$ cat src/rtl/uart_tx_arbiter_if.sv
// Requester-side handshake bundle for uart_tx_arbiter: per-requester valid, byte and one-hot ready.
interface uart_tx_arbiter_if #(
  parameter int NUM_REQ = 2
);
  logic [NUM_REQ-1:0]   req_valid;
  logic [NUM_REQ*8-1:0] req_data;
  logic [NUM_REQ-1:0]   req_ready;

  modport master (output req_valid, output req_data, input  req_ready);
  modport slave  (input  req_valid, input  req_data, output req_ready);
endinterface

$ cat src/rtl/uart_tx_arbiter.sv
// Round-robin arbiter feeding a single 8N1 UART transmitter paced by baud_tick.
// Define UART_TX_ARB_PARITY_EN to insert an even-parity bit after bit7 (11-period frame).
module uart_tx_arbiter #(
  parameter int NUM_REQ = 2,
  parameter int IDW     = (NUM_REQ > 1) ? $clog2(NUM_REQ) : 1
) (
  input  logic                 clk,
  input  logic                 reset,
  input  logic                 baud_tick,
  uart_tx_arbiter_if.slave     req_if,
  output logic                 tx,
  output logic                 busy,
  output logic [IDW-1:0]       grant_id
);

  localparam int DATA_W = 8;
  localparam int CNT_W  = $clog2(DATA_W);

`ifdef UART_TX_ARB_PARITY_EN
  typedef enum logic [2:0] {S_IDLE, S_WAIT, S_START, S_DATA, S_PARITY, S_STOP} state_e;
`else
  typedef enum logic [2:0] {S_IDLE, S_WAIT, S_START, S_DATA, S_STOP} state_e;
`endif

  state_e              state_q, state_d;
  logic                tx_q, tx_d;
  logic                busy_q, busy_d;
  logic [IDW-1:0]      grant_id_q, grant_id_d;
  logic [IDW-1:0]      last_grant_q, last_grant_d;
  logic [DATA_W-1:0]   shift_q, shift_d;
  logic [CNT_W-1:0]    cnt_q, cnt_d;
`ifdef UART_TX_ARB_PARITY_EN
  logic                parity_q, parity_d;

  function automatic logic parity_even(input logic [DATA_W-1:0] b);
    return ^b;
  endfunction
`endif

  logic                win_found;
  logic [IDW-1:0]      win_idx;
  logic [DATA_W-1:0]   win_byte;
  int                  cand;

  // Round-robin search starting one past the last granted requester.
  always_comb begin
    win_found = 1'b0;
    win_idx   = '0;
    cand      = 0;
    for (int k = 1; k <= NUM_REQ; k++) begin
      cand = int'(last_grant_q) + k;
      if (cand >= NUM_REQ) cand = cand - NUM_REQ;
      if (!win_found && req_if.req_valid[cand[IDW-1:0]]) begin
        win_found = 1'b1;
        win_idx   = cand[IDW-1:0];
      end
    end
  end

  assign win_byte         = req_if.req_data[8*win_idx +: 8];
  assign req_if.req_ready = (state_q == S_IDLE && win_found) ? (NUM_REQ'(1) << win_idx) : '0;

  always_comb begin
    state_d      = state_q;
    tx_d         = tx_q;
    busy_d       = busy_q;
    grant_id_d   = grant_id_q;
    last_grant_d = last_grant_q;
    shift_d      = shift_q;
    cnt_d        = cnt_q;
`ifdef UART_TX_ARB_PARITY_EN
    parity_d     = parity_q;
`endif
    case (state_q)
      S_IDLE: begin
        if (win_found) begin
          shift_d      = win_byte;
          grant_id_d   = win_idx;
          last_grant_d = win_idx;
          busy_d       = 1'b1;
          state_d      = S_WAIT;
`ifdef UART_TX_ARB_PARITY_EN
          parity_d     = parity_even(win_byte);
`endif
        end
      end
      // WAIT aligns the start bit to the baud grid; the accept-edge tick is ignored by construction.
      S_WAIT: begin
        if (baud_tick) begin
          tx_d    = 1'b0;
          state_d = S_START;
        end
      end
      S_START: begin
        if (baud_tick) begin
          tx_d    = shift_q[0];
          cnt_d   = '0;
          state_d = S_DATA;
        end
      end
      S_DATA: begin
        if (baud_tick) begin
          if (cnt_q == CNT_W'(DATA_W - 1)) begin
`ifdef UART_TX_ARB_PARITY_EN
            tx_d    = parity_q;
            state_d = S_PARITY;
`else
            tx_d    = 1'b1;
            state_d = S_STOP;
`endif
          end else begin
            shift_d = shift_q >> 1;
            tx_d    = shift_q[1];
            cnt_d   = cnt_q + 1'b1;
          end
        end
      end
`ifdef UART_TX_ARB_PARITY_EN
      S_PARITY: begin
        if (baud_tick) begin
          tx_d    = 1'b1;
          state_d = S_STOP;
        end
      end
`endif
      S_STOP: begin
        if (baud_tick) begin
          busy_d  = 1'b0;
          state_d = S_IDLE;
        end
      end
      default: begin
        tx_d    = 1'b1;
        busy_d  = 1'b0;
        state_d = S_IDLE;
      end
    endcase
  end

  // Control state; reset points last_grant at the top index so requester 0 wins first.
  always_ff @(posedge clk) begin
    if (reset) begin
      state_q      <= S_IDLE;
      tx_q         <= 1'b1;
      busy_q       <= 1'b0;
      grant_id_q   <= '0;
      last_grant_q <= IDW'(NUM_REQ - 1);
    end else begin
      state_q      <= state_d;
      tx_q         <= tx_d;
      busy_q       <= busy_d;
      grant_id_q   <= grant_id_d;
      last_grant_q <= last_grant_d;
    end
  end

  // Datapath registers are always reloaded before use, so they carry no reset.
  always_ff @(posedge clk) begin
    shift_q  <= shift_d;
    cnt_q    <= cnt_d;
`ifdef UART_TX_ARB_PARITY_EN
    parity_q <= parity_d;
`endif
  end

  assign tx       = tx_q;
  assign busy     = busy_q;
  assign grant_id = grant_id_q;

endmodule

$ cat src/flat_wrapper.sv
// flat-port wrapper written by rule: the top's interface ports become plain ports
module uart_tx_arbiter_flat 
#(
  parameter int NUM_REQ = 2,
  parameter int IDW     = (NUM_REQ > 1) ? $clog2(NUM_REQ) : 1
)
  (clk, reset, baud_tick, tx, busy, grant_id, req_if_req_valid, req_if_req_data, req_if_req_ready);
  uart_tx_arbiter_if #(.NUM_REQ(NUM_REQ)) req_if_i ();
  input  logic clk;
  input  logic reset;
  input  logic baud_tick;
  output logic tx;
  output logic busy;
  output logic [IDW-1:0] grant_id;
  input wire logic [$bits(req_if_i.req_valid)-1:0] req_if_req_valid;
  input wire logic [$bits(req_if_i.req_data)-1:0] req_if_req_data;
  output wire logic [$bits(req_if_i.req_ready)-1:0] req_if_req_ready;
  assign req_if_i.req_valid = req_if_req_valid;
  assign req_if_i.req_data = req_if_req_data;
  assign req_if_req_ready = req_if_i.req_ready;
  uart_tx_arbiter #(.NUM_REQ(NUM_REQ), .IDW(IDW)) u_core (.clk(clk), .reset(reset), .baud_tick(baud_tick), .req_if(req_if_i), .tx(tx), .busy(busy), .grant_id(grant_id));
endmodule
$ cat config.mk
export PLATFORM = sky130hd
export DESIGN_NAME = uart_tx_arbiter_flat
export DESIGN_NICKNAME = d
export VERILOG_FILES = /design/src/rtl/uart_tx_arbiter_if.sv /design/src/rtl/uart_tx_arbiter.sv /design/src/flat_wrapper.sv
export SDC_FILE = /design/constraint.sdc
export NUM_CORES = 1
export LEC_CHECK = 0
export CORE_MARGIN = 4
export CORE_UTILIZATION = 53
export CTS_BUF_LIST = sky130_fd_sc_hd__clkbuf_8
export DETAILED_ROUTE_END_ITERATION = 8
export PLACE_DENSITY = 0.95
export SETUP_SLACK_MARGIN = 0.5
export SLEW_MARGIN = 0
export SYNTH_ARGS = -nofsm -noshare
export SYNTH_HDL_FRONTEND = slang
export SYNTH_SLANG_ARGS = --single-unit
$ cat constraint.sdc
create_clock -name clk -period 4 [get_ports clk]
set_clock_uncertainty 0.2 [all_clocks]
set_input_delay 1 -clock clk [delete_from_list [all_inputs] [get_ports clk]]
set_output_delay 1 -clock clk [all_outputs]
set_load 0.005 [all_outputs]
[Yosys cells after proc, flatten, opt, wreduce, memory -nomap -nowiden]
Cells that the tools add are included.
Word-level totals
  register bits: 18
  output and inout port bits: 5
  input port bits: 21
  logic and storage cells: 78
Cells by class
  magnitude comparators: 4
  equality and inequality tests: 12
  reduce and logical (&&, ||, !) cells: 14
  add/subtract/negate cells: 5
  bitwise gates (word level): 2
  muxes and demuxes: 32
  shift operators: 2
Operator list (count)
  2-to-1 mux 3 bit: 8
  2-to-1 mux 8 bit: 3
  case mux 8 bit (2 select lines): 1
  variable part select 16 x 5 -> 8 bit: 1
  2-to-1 mux 1 bit: 15
  case mux 3 bit (5 select lines): 1
  AND reduction 4 bit: 3
  != test 2 bit, second input constant: 5
  equality test 3 x 2 -> 1 bit, second input constant: 2
  equality test 3 bit, second input constant: 2
  case mux 3 bit (2 select lines): 1
  AND reduction 6 bit: 1
  less-than comparator 1 x 2 -> 1 bit, second input constant: 2
  != test 2 x 1 -> 1 bit, second input constant: 2
  case mux 1 bit (4 select lines): 1
  nonzero test 2 bit: 2
  adder 1 x 2 -> 3 bit, second input constant: 1
  adder 3 x 1 -> 3 bit, second input constant: 1
  equality test 3 x 1 -> 1 bit, second input constant: 1
  greater-or-equal comparator 3 x 2 -> 1 bit, second input constant: 1
  zero test 3 bit: 1
  case mux 1 bit (3 select lines): 1
  AND reduction 3 bit: 1
  OR reduction 3 bit: 1
  other kinds (10): 13

[Depth between registers and ports, before layout]
  depth after elaboration: 12
  mapped depth: 5
  mapped depth without buffers: 5

[Worst setup path before layout]
OpenSTA, ideal clock, no wires.
  path type: input -> output
  from: input port req_if_req_valid[1]
  to: output port req_if_req_ready[0]
  data arrival time: 1.482 ns
  required time: 2.800 ns
  path slack: 1.318 ns
  stages: 3
  cells stage by stage: a21bo_2 -> buf_6 -> nor2b_1
Between the ends
  longest elaborated chain between the ends: 8
  elaborated cells between the ends (all ways): 13
  those cells by class: shift (1); mux (9); reduce/logical (3)
RTL lines
  start, declared: RTL line flat_wrapper.sv:15  | input wire logic [$bits(req_if_i.req_valid)-1:0] req_if_req_valid;
  2-to-1 mux 1 bit (not written as such) (2 in series): RTL line uart_tx_arbiter.sv:53  | if (!win_found && req_if.req_valid[cand[IDW-1:0]]) begin
  2-to-1 mux 1 bit: RTL line uart_tx_arbiter.sv:53
  zero test 1 bit: RTL line uart_tx_arbiter.sv:53
  logical AND 1 bit: RTL line uart_tx_arbiter.sv:53
  2-to-1 mux 1 bit: RTL line uart_tx_arbiter.sv:53
  << shifter 1 x 1 -> 2 bit / logical AND 1 bit (equally long branches): RTL line uart_tx_arbiter.sv:61  | assign req_if.req_ready = (state_q == S_IDLE && win_found) ? (NUM_REQ'(1) << win_idx) : '0;
  2-to-1 mux 2 bit (*): RTL line uart_tx_arbiter.sv:61
  end, declared: RTL line flat_wrapper.sv:17  | output wire logic [$bits(req_if_i.req_ready)-1:0] req_if_req_ready;
Mark *: on every way between the ends. The rest lies on a longest branch, timed or not. The select of a mux whose other input is x is not followed.

[Final worst setup path]
Same ends and word-level chain as after synthesis.

==> results.cfg <==
[status]
status = finished, final reports clean

[detailed_routing]
ant_nets = 0
wirelength_um = 2100
wl_per_cell_um = 14.8
vias_per_cell = 5.54
vias = 786
drtIter0Drc = 19
drc = 0
firstDrtPassIters = 4

[die]
io_pins = 26
die-area_um2 = 2650
core_um2 = 1760
die_w_um = 51.5
fp-row-count = 15
die_y_um = 51.5
initial_core_util_pct = 56.8

[synth]
synth_most_common_cell = a21oi_1
synth_top_cell_by_area = edfxtp_1
yosysSeqAreaShare_pct = 46.9
synth-edff-count = 11
ys.flop_type = edfxtp_1
syn_inst = 92
avgSynthCellArea_um2 = 10.9
synth_seq_cells = 18
ys_types = 37
ys_top_cells_by_count = a21oi_1, edfxtp_1, nor2_1, mux2i_1, dfxtp_1
synth_top_area_share_pct = 33.0
yosys_warnings = 0
synth_area_leaders = edfxtp_1, dfxtp_1, mux2i_1
syn_area_um2 = 1000
synth_async_sr_flop_share_pct = 0
syn_nets = 116

[layout]
n_antenna_cell = 0
final_util_pct = 73.2
drive_gt1_share_pct = 12.0
nFillCells = 125
final_nets = 142
layout-area-overhead-vs-synth_pct = 28.8
finalNonFillerCells = 142

[critical_path]
startpoint = req_if_req_valid[1]
rr_worst_depth = 5
start_kind = primary input
cp-endpoint = req_if_req_ready[0]
endpoint_kind = output port
r2r-end = u_core.shift_q[0]
r2r_slack_ps = 2150
cp_max_fo = 4
arrival_ps = 2180
critPathRequiredTime_ps = 2800
path_class = primary input to output port
r2r-start = u_core.cnt_q[0]

[timing]
setup_viol = 0
hold_viol = 0
fmax_ghz = 0.296
grt_setup_unrepaired = false
tightest_slew_ps = 474
period_needed_ps = 3380
finalCritPeriodShare_pct = 84.5
maxSlewViolCount = 0
fin_setup_tns_ps = 0
fin_ws_ps = 618
slew_headroom_pct = 68.3

[clocking]
clk_latency_ps = 260
cts-root-buf = clkbuf_8
cts_tree = yes
htree_levels = 1
post_cts_buffers = 0
clockBufferDepth = 2
cts_hold_buf = 0
cts_sinks = 18
cts_resized = 2
cts_buffers = 3
clkTransAtPathRegs_ps = 70

[worst_hold_path]
hp-class = flop to flop

[flow_run]
maxCapViolations = 0

[global_routing]
grt_max_degree = 17
grt_pass1_vias = 763
overflow = 0
grt_pass1_wl_um = 3370
grt_usage_pct = 17.8
antenna_found_initial = 0

[pwr]
leakage_nw = 0.533
ir_drop_mv = 0.203
p_per_area_nw_per_um2 = 350

[place]
pre_cts_ws_ps = 358
place_inst = 138
place.gp.congestion = 0.813
hpwl_um = 1510
portBuffers = 25
## placed cells by master (no fill, tap or decap), types with 2 or more instances in the layout
| cell type | n |
|---|---|
| clkdlybuf4s50_1 | 23 |
| ha_1 | 3 |
| o21ai_0 | 3 |
| a21oi_1 | 13 |
| mux2i_1 | 8 |
| and3_1 | 2 |
| dlygate4sd2_1 | 2 |
| nand2_1 | 2 |
| nor2_1 | 10 |
| edfxtp_1 | 11 |
| buf_4 | 2 |
| clkbuf_8 | 3 |
| dfxtp_1 | 7 |
| nand2b_1 | 3 |
| nor2b_1 | 2 |
## flip-flops by register name, indices dropped and copies added, names as in the netlist
| register | flops |
|---|---|
| u_core.busy | 1 |
| u_core.last_grant_q | 1 |
| u_core.tx | 1 |
| u_core.cnt_q | 3 |
| u_core.state_q | 3 |
| u_core.shift_q | 8 |
| u_core.grant_id | 1 |
## metal layers
metal	GRT usage, %	routed length (µm)	vias to the layer above
met5	0	0	-
met4	14.4	85	0
met3	4.96	119	10
met2	27.3	1100	26
met1	20.4	801	363
li1	-	-	387
## how the worst min path moves through the flow
stage	slack, ps	endpoint	depth (start not counted)	from
global placement	260	u_core.busy	2	u_core.busy
finish	280	u_core.busy	2	u_core.busy
global route	300	u_core.busy	2	u_core.busy
floorplan	250	u_core.busy	2	u_core.busy
CTS	280	u_core.busy	2	u_core.busy
detailed placement	260	u_core.busy	2	u_core.busy
## worst max-delay path: stages
cell and delay, ps:
dlygate4sd2_1 280, a21bo_2 250, nor2b_1 140, clkdlybuf4s50_1 510
## power breakdown
| group | switching, mW | total [mW] | internal [mW] |
|---|---|---|---|
| Clock | 0.0632 | 0.132 | 0.0684 |
| Combinational | 0.0378 | 0.0889 | 0.0511 |
| Sequential | 0.0128 | 0.231 | 0.218 |
| Total | 0.114 | 0.451 | 0.338 |
## per-stage QoR
step	hold slack [ps]	instance area (µm²)	power, mW
after floorplan	253	1000	0.283
after global placement	256	1250	0.319
after detailed placement	256	1250	0.323
after CTS	279	1290	0.455
after global routing	299	1290	0.477
final	280	1290	0.451
## logic make-up (layout without fill, tap and decap cells)
group | Yosys count | count (layout) | share of synthesized area [%]
compound gates | 24 | 24 | 15.2
simple gates | 32 | 32 | 20.7
fa+ha+maj | 3 | 3 | 3.75
flops | 18 | 18 | 46.9
mux | 8 | 8 | 7.99
buf+inv | 7 | 32 | 5.37
## area by class of cell
cell class | count | area (µm²) | share of cell area (%)
multi-input cells | 67 | 478 | 37.0
flip-flops and latches | 18 | 470 | 36.4
repair buffers | 27 | 263 | 20.3
clock buffers | 3 | 41.3 | 3.20
well taps | 25 | 31.3 | 2.42
clock inverters | 1 | 3.75 | 0.291
inverters | 1 | 3.75 | 0.291
Power figures use the tool's default switching activity.
